`config.mk`:
```
export PLATFORM = sky130hd
export DESIGN_NAME = nios_system_mic_ring_writer_flat
export DESIGN_NICKNAME = d
export VERILOG_FILES = /design/src/rtl/nios_system_mic_pkg.sv /design/src/rtl/nios_system_mic_ring_writer_if.sv /design/src/rtl/nios_system_sample_packer.sv /design/src/rtl/nios_system_mic_ring_writer.sv /design/src/flat_wrapper.sv
export SDC_FILE = /design/constraint.sdc
export NUM_CORES = 1
export LEC_CHECK = 0
export ABC_AREA = 1
export CORE_ASPECT_RATIO = 1.2
export CORE_UTILIZATION = 45
export CTS_CLUSTER_DIAMETER = 80
export DETAILED_ROUTE_END_ITERATION = 6
export GPL_ROUTABILITY_DRIVEN = 0
export GPL_TIMING_DRIVEN = 0
export PLACE_DENSITY_LB_ADDON = 0.25
export SYNTH_ARGS = -nofsm -noshare
export SYNTH_HDL_FRONTEND = slang
export SYNTH_SLANG_ARGS = --single-unit
```
`constraint.sdc`:
```
create_clock -name clk -period 1.9 [get_ports clk]
set_input_delay 0.57 -clock clk [delete_from_list [all_inputs] [get_ports clk]]
set_output_delay 0.57 -clock clk [all_outputs]
set_load 0.01 [all_outputs]
```
`src/rtl/nios_system_mic_pkg.sv`:
```
// Shared types and constants for the microphone ring writer: FSM states,
// default geometry, byte-enable patterns and the sample packing helper.
package nios_system_mic_pkg;

    typedef enum logic [1:0] {
        ST_IDLE  = 2'd0,
        ST_RUN   = 2'd1,
        ST_FLUSH = 2'd2
    } state_t;

    localparam int DEF_ADDR_W = 7;
    localparam int DEF_DEPTH  = 128;
    localparam int DEF_OVF_W  = 16;
    localparam int SAMPLE_W   = 16;

    localparam logic [3:0] BE_FULL = 4'b1111;
    localparam logic [3:0] BE_LOW  = 4'b0011;

    function automatic logic [2*SAMPLE_W-1:0] pack_word(input logic [SAMPLE_W-1:0] hi,
                                                         input logic [SAMPLE_W-1:0] lo);
        return {hi, lo};
    endfunction

endpackage

```
`src/rtl/nios_system_mic_ring_writer_if.sv`:
```
// Sample sink and Avalon-MM write-master signals of the ring writer.
// The master modport is the writer's view, slave is the RAM/source side.
interface nios_system_mic_ring_writer_if #(
    parameter int ADDR_W = 7
);
    logic              snk_valid;
    logic [15:0]       snk_data;
    logic              snk_ready;
    logic [ADDR_W-1:0] avm_address;
    logic              avm_chipselect;
    logic              avm_write;
    logic [3:0]        avm_byteenable;
    logic [31:0]       avm_writedata;
    logic              avm_clken;

    modport master (
        input  snk_valid, snk_data,
        output snk_ready, avm_address, avm_chipselect, avm_write,
               avm_byteenable, avm_writedata, avm_clken
    );

    modport slave (
        output snk_valid, snk_data,
        input  snk_ready, avm_address, avm_chipselect, avm_write,
               avm_byteenable, avm_writedata, avm_clken
    );
endinterface

```
`src/rtl/nios_system_sample_packer.sv`:
```
// Pairs 16-bit samples into 32-bit words; a flush emits a lone sample
// in the low half-word with only the low byte lanes enabled.
module nios_system_sample_packer
    import nios_system_mic_pkg::*;
(
    input  logic                  clk,
    input  logic                  reset_n,
    input  logic                  clear,
    input  logic                  accept,
    input  logic                  flush,
    input  logic [SAMPLE_W-1:0]   data,
    output logic                  pending,
    output logic                  word_valid,
    output logic [2*SAMPLE_W-1:0] word,
    output logic [3:0]            byteenable
);
    logic                pending_q, pending_d;
    logic [SAMPLE_W-1:0] hold_q, hold_d;

    assign pending = pending_q;

    // Pairing decision: complete a word, flush a lone sample, or hold one.
    always_comb begin
        pending_d  = pending_q;
        hold_d     = hold_q;
        word_valid = 1'b0;
        word       = 32'h0000_0000;
        byteenable = 4'b0000;
        if (clear) begin
            pending_d = 1'b0;
        end else if (accept && pending_q) begin
            word_valid = 1'b1;
            word       = pack_word(data, hold_q);
            byteenable = BE_FULL;
            pending_d  = 1'b0;
        end else if (accept && flush) begin
            // A sample landing in the shutdown cycle is written out alone.
            word_valid = 1'b1;
            word       = pack_word(16'h0000, data);
            byteenable = BE_LOW;
            pending_d  = 1'b0;
        end else if (accept) begin
            hold_d    = data;
            pending_d = 1'b1;
        end else if (flush && pending_q) begin
            word_valid = 1'b1;
            word       = pack_word(16'h0000, hold_q);
            byteenable = BE_LOW;
            pending_d  = 1'b0;
        end else begin
            pending_d = pending_q;
        end
    end

    // Pending-sample storage.
    always_ff @(posedge clk or negedge reset_n) begin
        if (!reset_n) begin
            pending_q <= 1'b0;
            hold_q    <= 16'h0000;
        end else begin
            pending_q <= pending_d;
            hold_q    <= hold_d;
        end
    end

endmodule

```
`src/rtl/nios_system_mic_ring_writer.sv`:
```
// Streams packed microphone samples into a ping-pong ring in dual-port RAM,
// signalling each completed half and dropping words the CPU has not released.
module nios_system_mic_ring_writer
    import nios_system_mic_pkg::*;
#(
    parameter int ADDR_W = DEF_ADDR_W,
    parameter int DEPTH  = DEF_DEPTH,
    parameter int OVF_W  = DEF_OVF_W
) (
    input  logic                          clk,
    input  logic                          reset_n,
    input  logic                          enable,
    nios_system_mic_ring_writer_if.master bus,
    input  logic                          half_ack,
    input  logic                          full_ack,
    output logic                          half_irq,
    output logic                          full_irq,
    output logic [ADDR_W-1:0]             wr_ptr,
    output logic [OVF_W-1:0]              overflow_cnt
);
    localparam logic [ADDR_W-1:0] LAST_LO = ADDR_W'(DEPTH / 2 - 1);
    localparam logic [ADDR_W-1:0] LAST_HI = ADDR_W'(DEPTH - 1);

    state_t              state_q, state_d;
    logic                own_lo_q, own_lo_d, own_hi_q, own_hi_d;
    logic [ADDR_W-1:0]   wr_ptr_q, wr_ptr_d;
    logic [OVF_W-1:0]    ovf_q, ovf_d;
    logic                snk_ready_q, snk_ready_d;
    logic                avm_write_q, avm_write_d;
    logic                avm_cs_q, avm_cs_d;
    logic [ADDR_W-1:0]   avm_address_q, avm_address_d;
    logic [3:0]          avm_be_q, avm_be_d;
    logic [31:0]         avm_data_q, avm_data_d;
    logic                avm_clken_q, avm_clken_d;
    logic                half_irq_q, half_irq_d, full_irq_q, full_irq_d;

    logic                run_s, accept_s, flush_s, clear_s, pending_s;
    logic                word_valid_s, owned_s;
    logic [31:0]         word_s;
    logic [3:0]          be_s;
    logic [ADDR_W-1:0]   cur_ptr_s;

    assign run_s    = (state_q == ST_RUN);
    assign accept_s = run_s & bus.snk_valid;
    assign flush_s  = run_s & ~enable;

    nios_system_sample_packer u_packer (
        .clk        (clk),
        .reset_n    (reset_n),
        .clear      (clear_s),
        .accept     (accept_s),
        .flush      (flush_s),
        .data       (bus.snk_data),
        .pending    (pending_s),
        .word_valid (word_valid_s),
        .word       (word_s),
        .byteenable (be_s)
    );

    // The pointer advances the cycle after a write; bypass it so a commit
    // right behind a write still targets the following word.
    assign cur_ptr_s = avm_write_q ? (avm_address_q + ADDR_W'(1)) : wr_ptr_q;
    assign owned_s   = cur_ptr_s[ADDR_W-1] ? own_hi_q : own_lo_q;

    // Next-state, commit, ownership and output-register logic.
    always_comb begin
        state_d       = state_q;
        own_lo_d      = own_lo_q;
        own_hi_d      = own_hi_q;
        wr_ptr_d      = cur_ptr_s;
        ovf_d         = ovf_q;
        clear_s       = 1'b0;
        avm_write_d   = 1'b0;
        avm_cs_d      = 1'b0;
        avm_address_d = avm_address_q;
        avm_be_d      = 4'b0000;
        avm_data_d    = 32'h0000_0000;
        avm_clken_d   = 1'b1;
        half_irq_d    = 1'b0;
        full_irq_d    = 1'b0;

        case (state_q)
            ST_IDLE: begin
                if (enable) begin
                    state_d  = ST_RUN;
                    clear_s  = 1'b1;
                    wr_ptr_d = '0;
                    ovf_d    = '0;
                    own_lo_d = 1'b1;
                    own_hi_d = 1'b1;
                end else begin
                    state_d = ST_IDLE;
                end
            end
            ST_RUN: begin
                if (!enable) begin
                    state_d = pending_s ? ST_FLUSH : ST_IDLE;
                end else begin
                    state_d = ST_RUN;
                end
            end
            ST_FLUSH: state_d = ST_IDLE;
            default:  state_d = ST_IDLE;
        endcase

        if (word_valid_s) begin
            if (owned_s) begin
                avm_write_d   = 1'b1;
                avm_cs_d      = 1'b1;
                avm_address_d = cur_ptr_s;
                avm_data_d    = word_s;
                avm_be_d      = be_s;
                if (cur_ptr_s == LAST_LO) begin
                    half_irq_d = 1'b1;
                    own_lo_d   = 1'b0;
                end else begin
                    half_irq_d = 1'b0;
                end
                if (cur_ptr_s == LAST_HI) begin
                    full_irq_d = 1'b1;
                    own_hi_d   = 1'b0;
                end else begin
                    full_irq_d = 1'b0;
                end
            end else begin
                ovf_d = (ovf_q == {OVF_W{1'b1}}) ? ovf_q : (ovf_q + OVF_W'(1));
            end
        end else begin
            avm_write_d = 1'b0;
        end

        // A release from the CPU overrides a clear in the same cycle.
        own_lo_d    = own_lo_d | half_ack;
        own_hi_d    = own_hi_d | full_ack;
        snk_ready_d = (state_d == ST_RUN);
    end

    // State and output registers.
    always_ff @(posedge clk or negedge reset_n) begin
        if (!reset_n) begin
            state_q       <= ST_IDLE;
            own_lo_q      <= 1'b1;
            own_hi_q      <= 1'b1;
            wr_ptr_q      <= '0;
            ovf_q         <= '0;
            snk_ready_q   <= 1'b0;
            avm_write_q   <= 1'b0;
            avm_cs_q      <= 1'b0;
            avm_address_q <= '0;
            avm_be_q      <= 4'b0000;
            avm_data_q    <= 32'h0000_0000;
            avm_clken_q   <= 1'b0;
            half_irq_q    <= 1'b0;
            full_irq_q    <= 1'b0;
        end else begin
            state_q       <= state_d;
            own_lo_q      <= own_lo_d;
            own_hi_q      <= own_hi_d;
            wr_ptr_q      <= wr_ptr_d;
            ovf_q         <= ovf_d;
            snk_ready_q   <= snk_ready_d;
            avm_write_q   <= avm_write_d;
            avm_cs_q      <= avm_cs_d;
            avm_address_q <= avm_address_d;
            avm_be_q      <= avm_be_d;
            avm_data_q    <= avm_data_d;
            avm_clken_q   <= avm_clken_d;
            half_irq_q    <= half_irq_d;
            full_irq_q    <= full_irq_d;
        end
    end

    assign bus.snk_ready      = snk_ready_q;
    assign bus.avm_write      = avm_write_q;
    assign bus.avm_chipselect = avm_cs_q;
    assign bus.avm_address    = avm_address_q;
    assign bus.avm_byteenable = avm_be_q;
    assign bus.avm_writedata  = avm_data_q;
    assign bus.avm_clken      = avm_clken_q;
    assign half_irq           = half_irq_q;
    assign full_irq           = full_irq_q;
    assign wr_ptr             = wr_ptr_q;
    assign overflow_cnt       = ovf_q;

endmodule

```
`src/flat_wrapper.sv`:
```
// flat-port wrapper written by rule: the top's interface ports become plain ports
module nios_system_mic_ring_writer_flat import nios_system_mic_pkg::*;
#(
    parameter int ADDR_W = DEF_ADDR_W,
    parameter int DEPTH  = DEF_DEPTH,
    parameter int OVF_W  = DEF_OVF_W
)
  (clk, reset_n, enable, half_ack, full_ack, half_irq, full_irq, wr_ptr, overflow_cnt, bus_snk_valid, bus_snk_data, bus_snk_ready, bus_avm_address, bus_avm_chipselect, bus_avm_write, bus_avm_byteenable, bus_avm_writedata, bus_avm_clken);
  nios_system_mic_ring_writer_if #(.ADDR_W(ADDR_W)) bus_i ();
  input  logic clk;
  input  logic reset_n;
  input  logic enable;
  input  logic half_ack;
  input  logic full_ack;
  output logic half_irq;
  output logic full_irq;
  output logic [ADDR_W-1:0] wr_ptr;
  output logic [OVF_W-1:0] overflow_cnt;
  input wire logic [$bits(bus_i.snk_valid)-1:0] bus_snk_valid;
  input wire logic [$bits(bus_i.snk_data)-1:0] bus_snk_data;
  output wire logic [$bits(bus_i.snk_ready)-1:0] bus_snk_ready;
  output wire logic [$bits(bus_i.avm_address)-1:0] bus_avm_address;
  output wire logic [$bits(bus_i.avm_chipselect)-1:0] bus_avm_chipselect;
  output wire logic [$bits(bus_i.avm_write)-1:0] bus_avm_write;
  output wire logic [$bits(bus_i.avm_byteenable)-1:0] bus_avm_byteenable;
  output wire logic [$bits(bus_i.avm_writedata)-1:0] bus_avm_writedata;
  output wire logic [$bits(bus_i.avm_clken)-1:0] bus_avm_clken;
  assign bus_i.snk_valid = bus_snk_valid;
  assign bus_i.snk_data = bus_snk_data;
  assign bus_snk_ready = bus_i.snk_ready;
  assign bus_avm_address = bus_i.avm_address;
  assign bus_avm_chipselect = bus_i.avm_chipselect;
  assign bus_avm_write = bus_i.avm_write;
  assign bus_avm_byteenable = bus_i.avm_byteenable;
  assign bus_avm_writedata = bus_i.avm_writedata;
  assign bus_avm_clken = bus_i.avm_clken;
  nios_system_mic_ring_writer #(.ADDR_W(ADDR_W), .DEPTH(DEPTH), .OVF_W(OVF_W)) u_core (.clk(clk), .reset_n(reset_n), .enable(enable), .bus(bus_i), .half_ack(half_ack), .full_ack(full_ack), .half_irq(half_irq), .full_irq(full_irq), .wr_ptr(wr_ptr), .overflow_cnt(overflow_cnt));
endmodule
```
==> run metrics <==
status=complete, no violations; worst slack at placement=-795 ps; Cell Area, Synth=4060 um^2; area leader, netlist=dfrtp_1; antenna-violating nets left=0; die area=9420 um^2; Die H=106 um; slowest stage cell, crit path=clkdlybuf4s50_1; CTS tree=done; slew margin rel.=0.666; Synth Instances=454; first-pass GRT wire length=16,400 um; Slew Limit Fails=0; 1st-iter DRT viols=117; clock network fraction of total power=0.290; critical path class=reg -> out; clock tree sinks=90; number of global-route vias before repair=3,336; Inserted Clock Buffers=9; Mapped Nets=478; min setup slack post-route=38.8 ps; share of cells above drive strength 1=0.190; Startpoint Class=flop; Synth Flop Type=dfrtp_1; initial antenna violation count=0; Logic pwr share=0.237; HPWL after detailed placement=6600 um; Ys Warns=0; largest net degree at the start of global routing=66; nets=610; Worst Skew=14.4 ps; wire length per cell=14.0 um; sequential element share of the synthesized area=0.555; CP endpoint kind=output pin; clock period minus worst slack=1860 ps; worst path bufs/invs=1; P_leak=2.89 nW; area share of the largest cell type after synthesis=0.542; Netlist cell types=31; Top Ports=94; Crit Path Max Fanout=2; Psw=1.44 mW; Post-synth EDFFs=0; setup TNS=0 ps; pwr dens=841 nW/um^2; largest cells by area after synthesis=dfrtp_1 54%, nand2_1 7.8%, nand3_1 6.8%; H-tree depth=3; FMAX=537 MHz; core area=8660 um^2; sw frac=0.302; syn avg cell area=8.95 um^2; Via-to-Cell Ratio=4.95; DR vias=3,508; endpoints failing setup=0; Initial Util=0.469; final worst-path cycle share=0.980; die width=88.8 um; register bit total from synthesis=90; Clock transition at path regs=100 ps; 1st-pass router iterations=5; clock latency on the worst-skew pair=360 ps; DRC=0; total global routing overflow=0; gr usage total=0.228; Clock Tree Buf Depth=2; async set-reset flop share out of synthesis=1.00; Placed Cells=665; cell-internal power=3.32 mW; IO Port Bufs=93; worst hold path type=in -> async; commonest cells in the netlist=88 x dfrtp_1, 84 x nand2_1, 55 x nand3_1; CP peak stage delay=540 ps; most common cell in the netlist=dfrtp_1; Area Growth Syn to Fin=39.5%; antenna cell count=0; Post-Route WL=9910 um; Req. time, crit path=1330 ps; clk root buf=clkbuf_8; total power=4.76 mW; Arr. time, crit path=1290 ps; peak supply drop=0.000470 V; Top Family by Delay on Critical Path=buffers and inverters; transition time of the tightest slew-check pin=500 ps; Flop pwr share=0.473; crit-path cells=clkdlybuf4s50_1; final hold vios=0; row count=37; Non-Filler Instances=708; Max Cap Viol=0
[power by group through the flow]
stage | Combinational (mW) | Clock, mW | Sequential [mW]
finish | 1.13 | 1.38 | 2.25
global route | 1.25 | 1.49 | 2.28
CTS | 1.07 | 1.40 | 2.26
detailed placement | 0.978 | 0 | 2.32
global placement | 0.951 | 0 | 2.31
floorplan | 0.452 | 0 | 2.35
[cells in the final DEF (no fill, tap or decap), types with 3 or more instances in the layout]
cell	count
nand4_1	3
dfrtp_2	4
nand3_1	54
o21ai_1	7
nor2_2	13
a21oi_1	20
clkdlybuf4s50_1	82
inv_1	46
dlymetal6s2s_1	7
inv_2	8
nand2_4	3
nor2_1	25
clkbuf_1	6
nand3_2	3
buf_6	4
nand2_2	8
dlygate4sd2_1	3
nor2_4	4
dfrtp_1	84
xor2_1	10
clkbuf_8	10
buf_4	32
nand2_1	83
o21ai_0	41
[registers in the layout (all words and copies together), names as in the netlist, 2 cells and up]
register and flops:
u_core.bus.avm_writedata 32, u_core.u_packer.hold_q 16, u_core.wr_ptr 7, u_core.bus.avm_address 7, u_core.bus.avm_byteenable 2, u_core.state_q 2
u_core.overflow_cnt 16
[worst paths after layout]
check	start	end	slack, ps	cells past startpoint
max	u_core.overflow_cnt[11]	overflow_cnt[11]	40	1
min in group clk	u_core.state_q[1]	u_core.bus.snk_ready	470	1
min	reset_n	u_core.wr_ptr[4]	110	1
max reg2reg	u_core.bus.avm_address[1]	u_core.overflow_cnt[9]	160	10
min reg2reg	u_core.state_q[1]	u_core.bus.snk_ready	470	1
max in group asynchronous	reset_n	u_core.own_lo_q	1090	2
[timing repair]
item                                   in CTS  in global routing
hold buffers                                0                  0
endpoints found under the hold margin       0                  0
pin swaps                                   1                  4
resized for setup                          12                 24
setup endpoints to repair                  46                 55
buffers inserted                           20                  7
[through the flow]
stage	area (um^2)	util	hold slack, ps
floorplan	4060	-	274
global placement	5140	0.594	452
detailed placement	5170	0.597	460
CTS	5540	0.640	111
global route	5670	0.655	120
finish	5670	0.655	112
[kinds of logic after synthesis]
| logic type | share of synthesized area |
|---|---|
| compound gates | 0.0887 |
| simple gates | 0.244 |
| other cells | 0.000923 |
| fa+ha+maj | 0.00616 |
| xor+xnor | 0.0259 |
| buf+inv | 0.0797 |
| flops | 0.555 |
[final cells by class]
class	count	area [um^2]
clock inverters	6	72.6
clock buffers	10	138
repair buffers	121	1170
flip-flops and latches	90	2260
well taps	117	146
multi-input cells	290	1540
plain buffers	19	128
inverters	55	210
fillers	745	2990
[routing by layer]
layer  GRT usage  wire length [um]
met3      0.0458               507
met5           0                 0
met4       0.103               155
met1       0.290              4070
met2       0.370              5180
Note: power is estimated with default switching activity, not from simulation.
==> patch (same flow settings) <==
Make the reset (`reset_n`) synchronous in 2 clocked blocks.
--- a/src/rtl/nios_system_sample_packer.sv
+++ b/src/rtl/nios_system_sample_packer.sv
@@ -53,7 +53,7 @@
     end
 
     // Pending-sample storage.
-    always_ff @(posedge clk or negedge reset_n) begin
+    always_ff @(posedge clk) begin
         if (!reset_n) begin
             pending_q <= 1'b0;
             hold_q    <= 16'h0000;
--- a/src/rtl/nios_system_mic_ring_writer.sv
+++ b/src/rtl/nios_system_mic_ring_writer.sv
@@ -136,7 +136,7 @@
     end
 
     // State and output registers.
-    always_ff @(posedge clk or negedge reset_n) begin
+    always_ff @(posedge clk) begin
         if (!reset_n) begin
             state_q       <= ST_IDLE;
             own_lo_q      <= 1'b1;
Behaviour: differs if reset_n is asserted again (counterexample within 4 cycles, from zero or initial values and one cycle with reset_n low); with reset_n held inactive, the same outputs for 10 cycles.
==> patch against the original RTL <==
  * Synthesized area is 8.3% lower
  * Wire length is 5.4% lower
  * Setup slack hardly changed
  * Sequential cell count stayed put
  * Worst hold slack better by 390 ps
  * Final area is 9.1% lower
  * Sequential share of layout area is 4.2 points lower
Power is not compared: it rests on default switching activity, and its combinational part moved more than twofold at a synthesized area within 25%.
==> patch: results (changes against the original RTL) <==
The flow ran to the end, and the final reports show no timing, DRC or antenna violations. The cell count after placement is 663 (-0.30%). The half-perimeter wire length after detailed placement is 6750 um (+2.3%). The number of non-clock inverters is 56 (+1.8%). The routed metal-1 wirelength came out at 3990 um (-1.8%). The number of combinational gates with multiple inputs was 312 (+7.6%). The total vias in the final route is 3,516 (+0.23%). The number of inserted filler cells in the final layout is 700 (-6.0%). The commonest cells after synthesis are sky130_fd_sc_hd__dfxtp_1, sky130_fd_sc_hd__nand2_1, sky130_fd_sc_hd__nor2_1. The synthesized net count was 499 (+4.4%). The global-route total usage across every layer came out at 22.3% (-0.41 points). The max-slew headroom at the worst pin came out at 63.6% (-3.1 points). The global-route wire length before repair came out at 15,300 um (-6.6%).

The length of routed met3 wiring was 534 um (+5.3%). The path class of the tightest hold or removal check is reg2reg. In this run the critical register-to-register path is captured at u_core.overflow_cnt[15]. The number of nets in the layout was 609 (-0.16%). The maximum net fanout on the critical path is 6 (+4). The share of synthesized flip-flops with an asynchronous set or reset is 0% (-100 points). The number of DRC markers after the initial detailed-route iteration came out at 196 (+68%).

The met2 layer wire length in the routed design came out at 4690 um (-9.6%). The per-cell via count in the routed design is 5.13 (+3.6%). The distinct cell type count after synthesis came to 32 (+3.2%). The critical path ends at bus_avm_address[2]. The fraction of final layout cells sized beyond drive strength 1 is 17.1% (-1.8 points). The proportion of cell area occupied by multi-input gates is 32.6% (+5.4 points). For this run, the leading register cell type out of synthesis is sky130_fd_sc_hd__dfxtp_1. The pin count of the biggest net entering global routing was 18 (-73%).

The proportion of final cell area spent on non-clock buffers came out at 21.2% (-1.7 points). The instance count of the mapped netlist is 475 (+4.6%). The reg-to-reg critical path startpoint is u_core.overflow_cnt[0].
-- patch: cell types whose count changed in the layout (fill, tap and decap cells not counted), sizes merged, moves of 11 or more --
| cell | delta |
|---|---|
| dfxtp | +90 |
| dfrtp | -88 |
| nor2 | +27 |
| buf | -24 |
| nand3 | -20 |
| o21ai | -18 |
| a21oi | +17 |
| a22oi | +17 |
| nand2 | -11 |
-- patch: metrics by stage --
| step | setup WS (ps) | util, % | power [mW] | hold slack, ps | instance area (um2) |
|---|---|---|---|---|---|
| 2_1_floorplan | 196 | - | 2.06 | 454 | 3730 |
| 3_3_place_gp | -857 | 59.2 | 2.16 | 463 | 4780 |
| 3_5_place_dp | -899 | 59.2 | 2.17 | 480 | 4780 |
| 4_1_cts | 0.212 | 62.7 | 3.51 | 491 | 5050 |
| 5_1_grt | -6.17 | 63.9 | 3.61 | 522 | 5150 |
| 6_report | 39.2 | 63.9 | 3.48 | 503 | 5150 |
-- patch: kinds of logic (layout without fill, tap and decap cells) --
kind of cell,after synthesis,after routing,share of synthesized area [%]
AOI/OAI and AO/OA,88,88,13.1
xor gates and xnor gates,12,12,2.82
adders and majority gates,2,2,0.671
buffers and inverters,74,188,8.59
DFF,90,90,48.3
and+or+nand+nor,209,210,26.5
-- patch: per-layer routing --
layer	GRT usage [%]	vias to the layer above
li1	-	1754
met1	27.0	1637
met2	38.9	111
met3	4.24	14
met4	9.65	0
met5	0	-
-- patch: timing repair --
item,in CTS,in global routing
cloned,1,0
pin swaps,2,3
setup buffers,0,5
endpoints found under the hold margin,0,0
gates resized for setup,36,26
endpoints found under the setup margin,81,49
-- patch: report_power, final --
group          internal, mW  switching (mW)
sequential             1.90          0.0166
clock                 0.631           0.715
combinational        0.0924           0.116
